### src/rtl/if_axi_bridge_pkg.sv
// Shared definitions for the fetch-bus to AXI4 read bridge and its helpers:
// AXI burst/response/size encodings, bridge state encoding, size mask helper.
package if_axi_bridge_pkg;

  localparam logic [1:0] AXI_BURST_INCR  = 2'b01;

  localparam logic [1:0] AXI_RESP_OKAY   = 2'b00;
  localparam logic [1:0] AXI_RESP_EXOKAY = 2'b01;
  localparam logic [1:0] AXI_RESP_SLVERR = 2'b10;
  localparam logic [1:0] AXI_RESP_DECERR = 2'b11;

  localparam logic [1:0] AXI_SIZE_B      = 2'd0;
  localparam logic [1:0] AXI_SIZE_H      = 2'd1;
  localparam logic [1:0] AXI_SIZE_W      = 2'd2;
  localparam logic [1:0] AXI_SIZE_D      = 2'd3;

  typedef enum logic [2:0] {
    ST_IDLE  = 3'd0,
    ST_AR    = 3'd1,
    ST_R     = 3'd2,
    ST_DONE  = 3'd3,
    ST_DRAIN = 3'd4
  } bridge_state_e;

  // Keep-mask for a right-justified value of the given transfer size.
  function automatic logic [63:0] size_mask(input logic [1:0] size);
    logic [63:0] mask;
    case (size)
      AXI_SIZE_B: mask = 64'h0000_0000_0000_00FF;
      AXI_SIZE_H: mask = 64'h0000_0000_0000_FFFF;
      AXI_SIZE_W: mask = 64'h0000_0000_FFFF_FFFF;
      AXI_SIZE_D: mask = 64'hFFFF_FFFF_FFFF_FFFF;
      default:    mask = 64'hFFFF_FFFF_FFFF_FFFF;
    endcase
    return mask;
  endfunction

endpackage

### src/rtl/if_data_align.sv
// Combinational read-data aligner: shifts the addressed bytes of a 64-bit
// beat down to bit 0 and zero-extends to the requested size.
// Shared between the fetch bridge and the LSU bridge.
module if_data_align
  import if_axi_bridge_pkg::*;
(
  input  logic [63:0] r_data,
  input  logic [2:0]  addr_lo,
  input  logic [1:0]  size,
  output logic [63:0] data
);

  logic [63:0] shifted_s;

  // Byte-lane shift by the low address bits, then trim to the transfer size.
  always_comb begin
    shifted_s = r_data >> {addr_lo, 3'b000};
    data      = shifted_s & size_mask(size);
  end

endmodule

### src/rtl/if_axi_bridge.sv
// if_axi_bridge: converts single fetch requests into single-beat AXI4 reads.
// Only one transaction is ever outstanding, so rid filtering against AXI_ID
// is enough to pair beats with requests.
// Optional macro IF_AXI_BRIDGE_TIMEOUT_EN adds a watchdog that completes a
// stuck request with DECERR and then drains the late beat in ST_DRAIN.
module if_axi_bridge
  import if_axi_bridge_pkg::*;
#(
  parameter int AXI_ADDR_W = 64,
  parameter int AXI_DATA_W = 64,
  parameter int AXI_ID_W   = 4,
  parameter int AXI_ID     = 0,
  parameter int TIMEOUT    = 1024
) (
  input  logic                  clock,
  input  logic                  reset,
  input  logic                  if_valid,
  output logic                  if_ready,
  input  logic [63:0]           if_addr,
  input  logic [1:0]            if_size,
  output logic [63:0]           if_data_read,
  output logic [1:0]            if_resp,
  output logic                  axi_ar_valid,
  input  logic                  axi_ar_ready,
  output logic [AXI_ADDR_W-1:0] axi_ar_addr,
  output logic [AXI_ID_W-1:0]   axi_ar_id,
  output logic [7:0]            axi_ar_len,
  output logic [2:0]            axi_ar_size,
  output logic [1:0]            axi_ar_burst,
  input  logic                  axi_r_valid,
  output logic                  axi_r_ready,
  input  logic [AXI_DATA_W-1:0] axi_r_data,
  input  logic [1:0]            axi_r_resp,
  input  logic                  axi_r_last,
  input  logic [AXI_ID_W-1:0]   axi_r_id
);

  localparam logic [AXI_ID_W-1:0] ID_C      = AXI_ID_W'(AXI_ID);
  localparam logic [15:0]         TIMEOUT_C = 16'(TIMEOUT);

  bridge_state_e         state_r;
  logic [AXI_ADDR_W-1:0] addr_r;
  logic [1:0]            size_r;
  logic [63:0]           aligned_s;
  logic                  rid_match_s;
  logic                  unused_s;

  // AR fields come straight from the request latches, so they cannot move
  // while axi_ar_valid is high.
  assign axi_ar_addr  = addr_r;
  assign axi_ar_id    = ID_C;
  assign axi_ar_len   = 8'd0;
  assign axi_ar_size  = {1'b0, size_r};
  assign axi_ar_burst = AXI_BURST_INCR;

  if_data_align u_align (
    .r_data  (axi_r_data[63:0]),
    .addr_lo (addr_r[2:0]),
    .size    (size_r),
    .data    (aligned_s)
  );

`ifdef IF_AXI_BRIDGE_TIMEOUT_EN
  logic [15:0] cnt_r;
  logic [15:0] cnt_next_s;
  logic        tmo_s;
  logic        drain_r;
  logic        ar_tmo_r;

  // Watchdog compare and saturating increment.
  always_comb begin
    tmo_s      = (cnt_r >= (TIMEOUT_C - 16'd1));
    cnt_next_s = 16'd0;
    if (cnt_r == 16'hFFFF) begin
      cnt_next_s = cnt_r;
    end else begin
      cnt_next_s = cnt_r + 16'd1;
    end
  end

  // r_last is meaningless for len=0 transfers.
  assign unused_s = axi_r_last;
`else
  // r_last is meaningless for len=0 transfers; no watchdog in this build.
  assign unused_s = axi_r_last ^ TIMEOUT_C[0];
`endif

  assign rid_match_s = axi_r_valid && (axi_r_id == ID_C);

  // Bridge FSM with all handshake and completion outputs registered.
  always_ff @(posedge clock) begin
    if (!reset) begin
      state_r      <= ST_IDLE;
      addr_r       <= '0;
      size_r       <= 2'd0;
      axi_ar_valid <= 1'b0;
      axi_r_ready  <= 1'b0;
      if_ready     <= 1'b0;
      if_data_read <= 64'd0;
      if_resp      <= AXI_RESP_OKAY;
`ifdef IF_AXI_BRIDGE_TIMEOUT_EN
      cnt_r        <= 16'd0;
      drain_r      <= 1'b0;
      ar_tmo_r     <= 1'b0;
`endif
    end else begin
      case (state_r)
        ST_IDLE: begin
          if_ready <= 1'b0;
          if (if_valid) begin
            addr_r       <= if_addr[AXI_ADDR_W-1:0];
            size_r       <= if_size;
            axi_ar_valid <= 1'b1;
            state_r      <= ST_AR;
`ifdef IF_AXI_BRIDGE_TIMEOUT_EN
            cnt_r        <= 16'd0;
            drain_r      <= 1'b0;
            ar_tmo_r     <= 1'b0;
`endif
          end else begin
            state_r <= ST_IDLE;
          end
        end
        ST_AR: begin
`ifdef IF_AXI_BRIDGE_TIMEOUT_EN
          cnt_r <= cnt_next_s;
          if (axi_ar_ready) begin
            axi_ar_valid <= 1'b0;
            if (ar_tmo_r) begin
              // Address already abandoned: report DECERR, then drain the beat.
              if_ready     <= 1'b1;
              if_data_read <= 64'd0;
              if_resp      <= AXI_RESP_DECERR;
              drain_r      <= 1'b1;
              state_r      <= ST_DONE;
            end else begin
              axi_r_ready <= 1'b1;
              state_r     <= ST_R;
            end
          end else if (tmo_s) begin
            // AXI forbids withdrawing valid, so keep waiting for ar_ready.
            ar_tmo_r <= 1'b1;
          end else begin
            state_r <= ST_AR;
          end
`else
          if (axi_ar_ready) begin
            axi_ar_valid <= 1'b0;
            axi_r_ready  <= 1'b1;
            state_r      <= ST_R;
          end else begin
            state_r <= ST_AR;
          end
`endif
        end
        ST_R: begin
`ifdef IF_AXI_BRIDGE_TIMEOUT_EN
          cnt_r <= cnt_next_s;
`endif
          if (rid_match_s) begin
            axi_r_ready  <= 1'b0;
            if_ready     <= 1'b1;
            if_data_read <= aligned_s;
            if_resp      <= axi_r_resp;
            state_r      <= ST_DONE;
          end
`ifdef IF_AXI_BRIDGE_TIMEOUT_EN
          else if (tmo_s) begin
            axi_r_ready  <= 1'b0;
            if_ready     <= 1'b1;
            if_data_read <= 64'd0;
            if_resp      <= AXI_RESP_DECERR;
            drain_r      <= 1'b1;
            state_r      <= ST_DONE;
          end
`endif
          else begin
            // Foreign-ID beats are consumed (r_ready high) and dropped.
            state_r <= ST_R;
          end
        end
        ST_DONE: begin
          if_ready <= 1'b0;
`ifdef IF_AXI_BRIDGE_TIMEOUT_EN
          if (drain_r) begin
            axi_r_ready <= 1'b1;
            state_r     <= ST_DRAIN;
          end else begin
            state_r <= ST_IDLE;
          end
`else
          state_r <= ST_IDLE;
`endif
        end
`ifdef IF_AXI_BRIDGE_TIMEOUT_EN
        ST_DRAIN: begin
          if (rid_match_s) begin
            axi_r_ready <= 1'b0;
            drain_r     <= 1'b0;
            state_r     <= ST_IDLE;
          end else begin
            state_r <= ST_DRAIN;
          end
        end
`endif
        default: begin
          axi_ar_valid <= 1'b0;
          axi_r_ready  <= 1'b0;
          if_ready     <= 1'b0;
          state_r      <= ST_IDLE;
        end
      endcase
    end
  end

endmodule
### config.mk
export PLATFORM = sky130hd
export DESIGN_NAME = if_axi_bridge
export DESIGN_NICKNAME = d
export VERILOG_FILES = /design/src/rtl/if_axi_bridge_pkg.sv /design/src/rtl/if_data_align.sv /design/src/rtl/if_axi_bridge.sv
export SDC_FILE = /design/constraint.sdc
export NUM_CORES = 1
export LEC_CHECK = 0
export BUFFER_PORTS_ARGS = -buffer_cell sky130_fd_sc_hd__buf_2
export CAP_MARGIN = 5
export CORE_MARGIN = 10
export CORE_UTILIZATION = 37
export CTS_CLUSTER_DIAMETER = 50
export CTS_CLUSTER_SIZE = 16
export DETAILED_ROUTE_END_ITERATION = 10
export SLEW_MARGIN = 25
export SYNTH_ARGS = -nofsm -noshare
export SYNTH_HDL_FRONTEND = slang
export SYNTH_HIERARCHICAL = 1
export SYNTH_SLANG_ARGS = --single-unit
### constraint.sdc
create_clock -name clock -period 1.97 [get_ports clock]
set_input_delay 0.0985 -clock clock [delete_from_list [all_inputs] [get_ports clock]]
set_output_delay 0.0985 -clock clock [all_outputs]
set_load 0.005 [all_outputs]
==> impl.org <==
** Yosys
- Yosys mapped the design onto 46 distinct sky130hd cell types.
- After synthesis, the largest area contributor takes up 38.5% of total cell area.
- After synthesis, the largest family of logic cells by area is multiplexers.
- The synthesized netlist devotes 12.0% of its cell area to compound gates.
- By instance count, the leading cell after synthesis is sky130_fd_sc_hd__nand2_1.
- Number of instances in the synthesized netlist :: 854
- Counting flops with a built-in enable in the synthesized netlist gives 0.
- Synth Flop Type :: sky130_fd_sc_hd__dfxtp_1
- Sorting the synthesized cells by area gives the leading types as sky130_fd_sc_hd__dfxtp_1 (38%), sky130_fd_sc_hd__mux2i_1 (15%), sky130_fd_sc_hd__nand2_1 (15%).
- Async SR Flop Fraction :: 0%
- Summing every instance area after synthesis gives 7130 um2.
- Sequential fraction of the synthesis area :: 38.5%
- Counting flops and latches in the post-synthesis netlist gives 137.
- The synthesized netlist devotes 0.878% of its cell area to adder and majority cells.
- The synthesized netlist devotes 0% of its cell area to XOR and XNOR gates.
- The average instance in the mapped netlist occupies 8.35 um2.
- Yosys printed 6 warnings.
- Largest area contributor in the synthesized netlist :: sky130_fd_sc_hd__dfxtp_1
- Multiplexer cells account for roughly 20% of the synthesized area.
- Top cells by count, synth :: sky130_fd_sc_hd__nand2_1 (284), sky130_fd_sc_hd__dfxtp_1 (137), sky130_fd_sc_hd__mux2i_1 (107), sky130_fd_sc_hd__a21oi_1 (67), sky130_fd_sc_hd__clkbuf_1 (28)
- Simple-gate area share of the yosys netlist :: about a fifth

** STA
- Setup repair after global routing left no endpoint under its margin.
- After layout, the worst path uses between 80% and 90% of the clock period.
- Clock skew after layout :: 12.8 ps
- Number of pins with negative max-slew slack in the final report :: 0
- For the final routed database, the setup TNS stands at 0 ps.
- Setup Viol. Count Final :: 0
- Hold Vio Cnt, Final :: 0
- Measured against its own limit, the worst slew margin works out to 40.8%.
- Worst Tran Pin Value :: 885 ps
- For this run, the top clock speed supported by timing is 0.565 GHz.
- Clock period minus worst slack :: 1770 ps

** Global route
- Number of antenna violations at the first check in global routing :: 1
- Largest net degree at the start of global routing :: 71
- Number of global-route vias before repair :: 7067
- Global routing consumed, over all layers together, 20.6% of the routing resources.
- Wire length of the first global-routing pass :: between 40000 and 50000 um
- Global routing finished with a remaining overflow of 0.

** Final layout
- Layout-stage area growth over the synthesis result :: 40.1%
- Total number of nets in the final design :: around 1300
- Layout fillers :: 1778
- # diodes :: 0
- Layout cells sized above 1 :: 31.9%
- The count of cells in the finished layout, fillers not included, comes to roughly 1400.

** Placement
- Port buffering added 275 buffers.
- The congestion estimate from routability-driven global placement came to roughly 0.94.
- HPWL reported at the end of detailed placement :: between 20000 and 25000 um
- Count of placed standard cells including taps :: 1346

** Job
- Maxcap violations :: 0

** Drt
- The count of nets left with antenna violations once routing finished came out at 0.
- For this run, design rule violations remaining after detail routing come to 0.
- After the first detailed-routing iteration, the DRC count stood at around 400.
- Routed via count :: 7219
- Via count normalized by instance count :: 4.99
- The routed design uses roughly 2700 um of met3 wire.
- The first TritonRoute pass finished after 5 iterations.
- After detailed routing, the wire length on met1 is 11500 um.
- In this run the top signal layer used is met5.
- Final Routed Wirelength :: ~27000 um
- Wire segments on met2 add up to 12500 um in the final route.
- Detailed-route wire length per cell :: 18.9 um

** CTS
- Setup Fix Bufs, Post-CTS :: 0
- Clock-pin slew was measured on the worst setup and hold paths at 60 ps.
- The tree is rooted in a sky130_fd_sc_hd__clkbuf_16.
- At the later pin of the worst-skew pair, clock insertion delay measures approximately 430 ps.
- CTS tree :: built
- Num CTS Buffers :: 17
- The tree built by TritonCTS fans out to 137 sinks.
- Number of levels the H-tree was split into :: 4
- The clock passes through at most 2 buffers.

** Setup path
- Category of the worst setup path capture point :: register
- The number of cells on the worst reg-to-reg path is 5.
- The worst setup path is launched from a register.
- Worst Path Class, Setup :: register to register
- Crit path max fanout :: 13
- In this run the critical register-to-register path is launched from axi_ar_addr[0].
- Data required time of the worst path :: 2280 ps
- Launch point of the critical path :: axi_ar_addr[0]
- For the worst setup path, the data arrival time is 2080 ps.

** Die
- Die X :: 159 um
- Number of placement rows :: 50
- During I/O placement, the number of pins put on the boundary was 292.
- DIE AREA :: 25200 um2
- The core region is 18800 um2.
- Once the floorplan was initialized, standard cells occupied between 30% and 40% of the core.
- Die H :: 159 um

** Run status
- The flow ran to the end, and the final reports show no timing, DRC or antenna violations.

** Min path
- The min-delay analysis places its worst path in the category input port to register.
- Hold Path Cell Cnt :: 4
- In this run the most critical hold path is launched from axi_r_id[3].

** Power
- The worst-case IR drop observed on VDD is 588 uV.
- Pwr/cell area :: 765 nW/um2
- Overall power after layout :: 7.64 mW
- Leakage power of the design :: 4.32 nW
stage by stage:
| stage | hold slack [ps] | instance area [um2] | setup WS [ps] | utilization (%) |
|---|---|---|---|---|
| floorplan | 234 | 7180 | 471 | - |
| global placement | 340 | 8670 | 104 | 46.0 |
| detailed placement | 344 | 8670 | 89.4 | 46.0 |
| CTS | 11.8 | 9980 | 92.4 | 53.0 |
| global route | 44.0 | 9990 | 74.5 | 53.0 |
| finish | 15.7 | 9990 | 201 | 53.0 |
layout by cell type, fill, tap and decap left out, types with 9 or more instances in the layout:
| cell type | count |
|---|---|
| sky130_fd_sc_hd__mux2i_1 | 107 |
| sky130_fd_sc_hd__o22ai_1 | 16 |
| sky130_fd_sc_hd__a211oi_1 | 9 |
| sky130_fd_sc_hd__dfxtp_1 | 134 |
| sky130_fd_sc_hd__dlygate4sd3_1 | 69 |
| sky130_fd_sc_hd__nor2b_1 | 9 |
| sky130_fd_sc_hd__a21oi_1 | 67 |
| sky130_fd_sc_hd__buf_4 | 17 |
| sky130_fd_sc_hd__conb_1 | 15 |
| sky130_fd_sc_hd__a22oi_1 | 14 |
| sky130_fd_sc_hd__clkbuf_16 | 17 |
| sky130_fd_sc_hd__buf_12 | 11 |
| sky130_fd_sc_hd__nand2_1 | 283 |
| sky130_fd_sc_hd__nor2_1 | 26 |
| sky130_fd_sc_hd__mux2_2 | 23 |
| sky130_fd_sc_hd__buf_2 | 274 |
cell families after synthesis:
kind of cell	count (synthesis)
other cells	2
buf+inv	90
compound gates	137
mux	139
flops	137
fa+ha+maj	5
simple gates	344
state kept, by name, summed over array words and instances, names as in the netlist:
| signal | flops |
|---|---|
| axi_ar_addr | 64 |
| if_data_read | 64 |
| axi_r_ready | 1 |
| if_resp | 2 |
| axi_ar_valid | 1 |
| if_ready | 1 |
| state_r | 2 |
| size_r | 2 |
layer usage:
layer	global-route usage (%)	up-vias
met3	8.75	38
li1	-	3508
met5	0	-
met4	6.76	2
met1	24.8	3334
met2	32.3	337
report_power, final:
part | switching [mW] | internal (mW) | total, mW | leakage, nW
logic | 0.691 | 0.587 | 1.28 | 2.91
registers | 0.0737 | 2.87 | 2.95 | 1.12
clock network | 1.35 | 2.07 | 3.41 | 0.301
total | 2.11 | 5.53 | 7.64 | 4.32
worst max-delay path, cell delays in order (launching register included):
cell	delay, ps
sky130_fd_sc_hd__dfxtp_2	420
sky130_fd_sc_hd__nor2_1	710
sky130_fd_sc_hd__buf_4	290
sky130_fd_sc_hd__a221oi_1	90
sky130_fd_sc_hd__nand2_1	90
sky130_fd_sc_hd__mux2i_1	60
final timing paths:
path	to	slack, ps
worst min register to register	axi_ar_addr[21]	450
worst max-delay path	if_data_read[2]	200
worst min-delay path	state_r[0]	20
worst max register to register	if_data_read[2]	200
what timing repair did:
item / CTS / global route
hold endpoints to repair: 69 / 0
hold buffers: 69 / 0
gates resized for setup: 0 / 3
setup endpoints to repair: 0 / 4
cell type report:
cell class / instances / area [um2] / share of cell area [%]
well taps: 260 / 325 / 3.26
repair buffers: 371 / 2410 / 24.1
multi-input cells: 640 / 3850 / 38.6
clock inverters: 13 / 183 / 1.83
inverters: 7 / 26.3 / 0.263
flip-flops and latches: 137 / 2750 / 27.5
clock buffers: 19 / 443 / 4.43
Power figures use the tool's default switching activity.
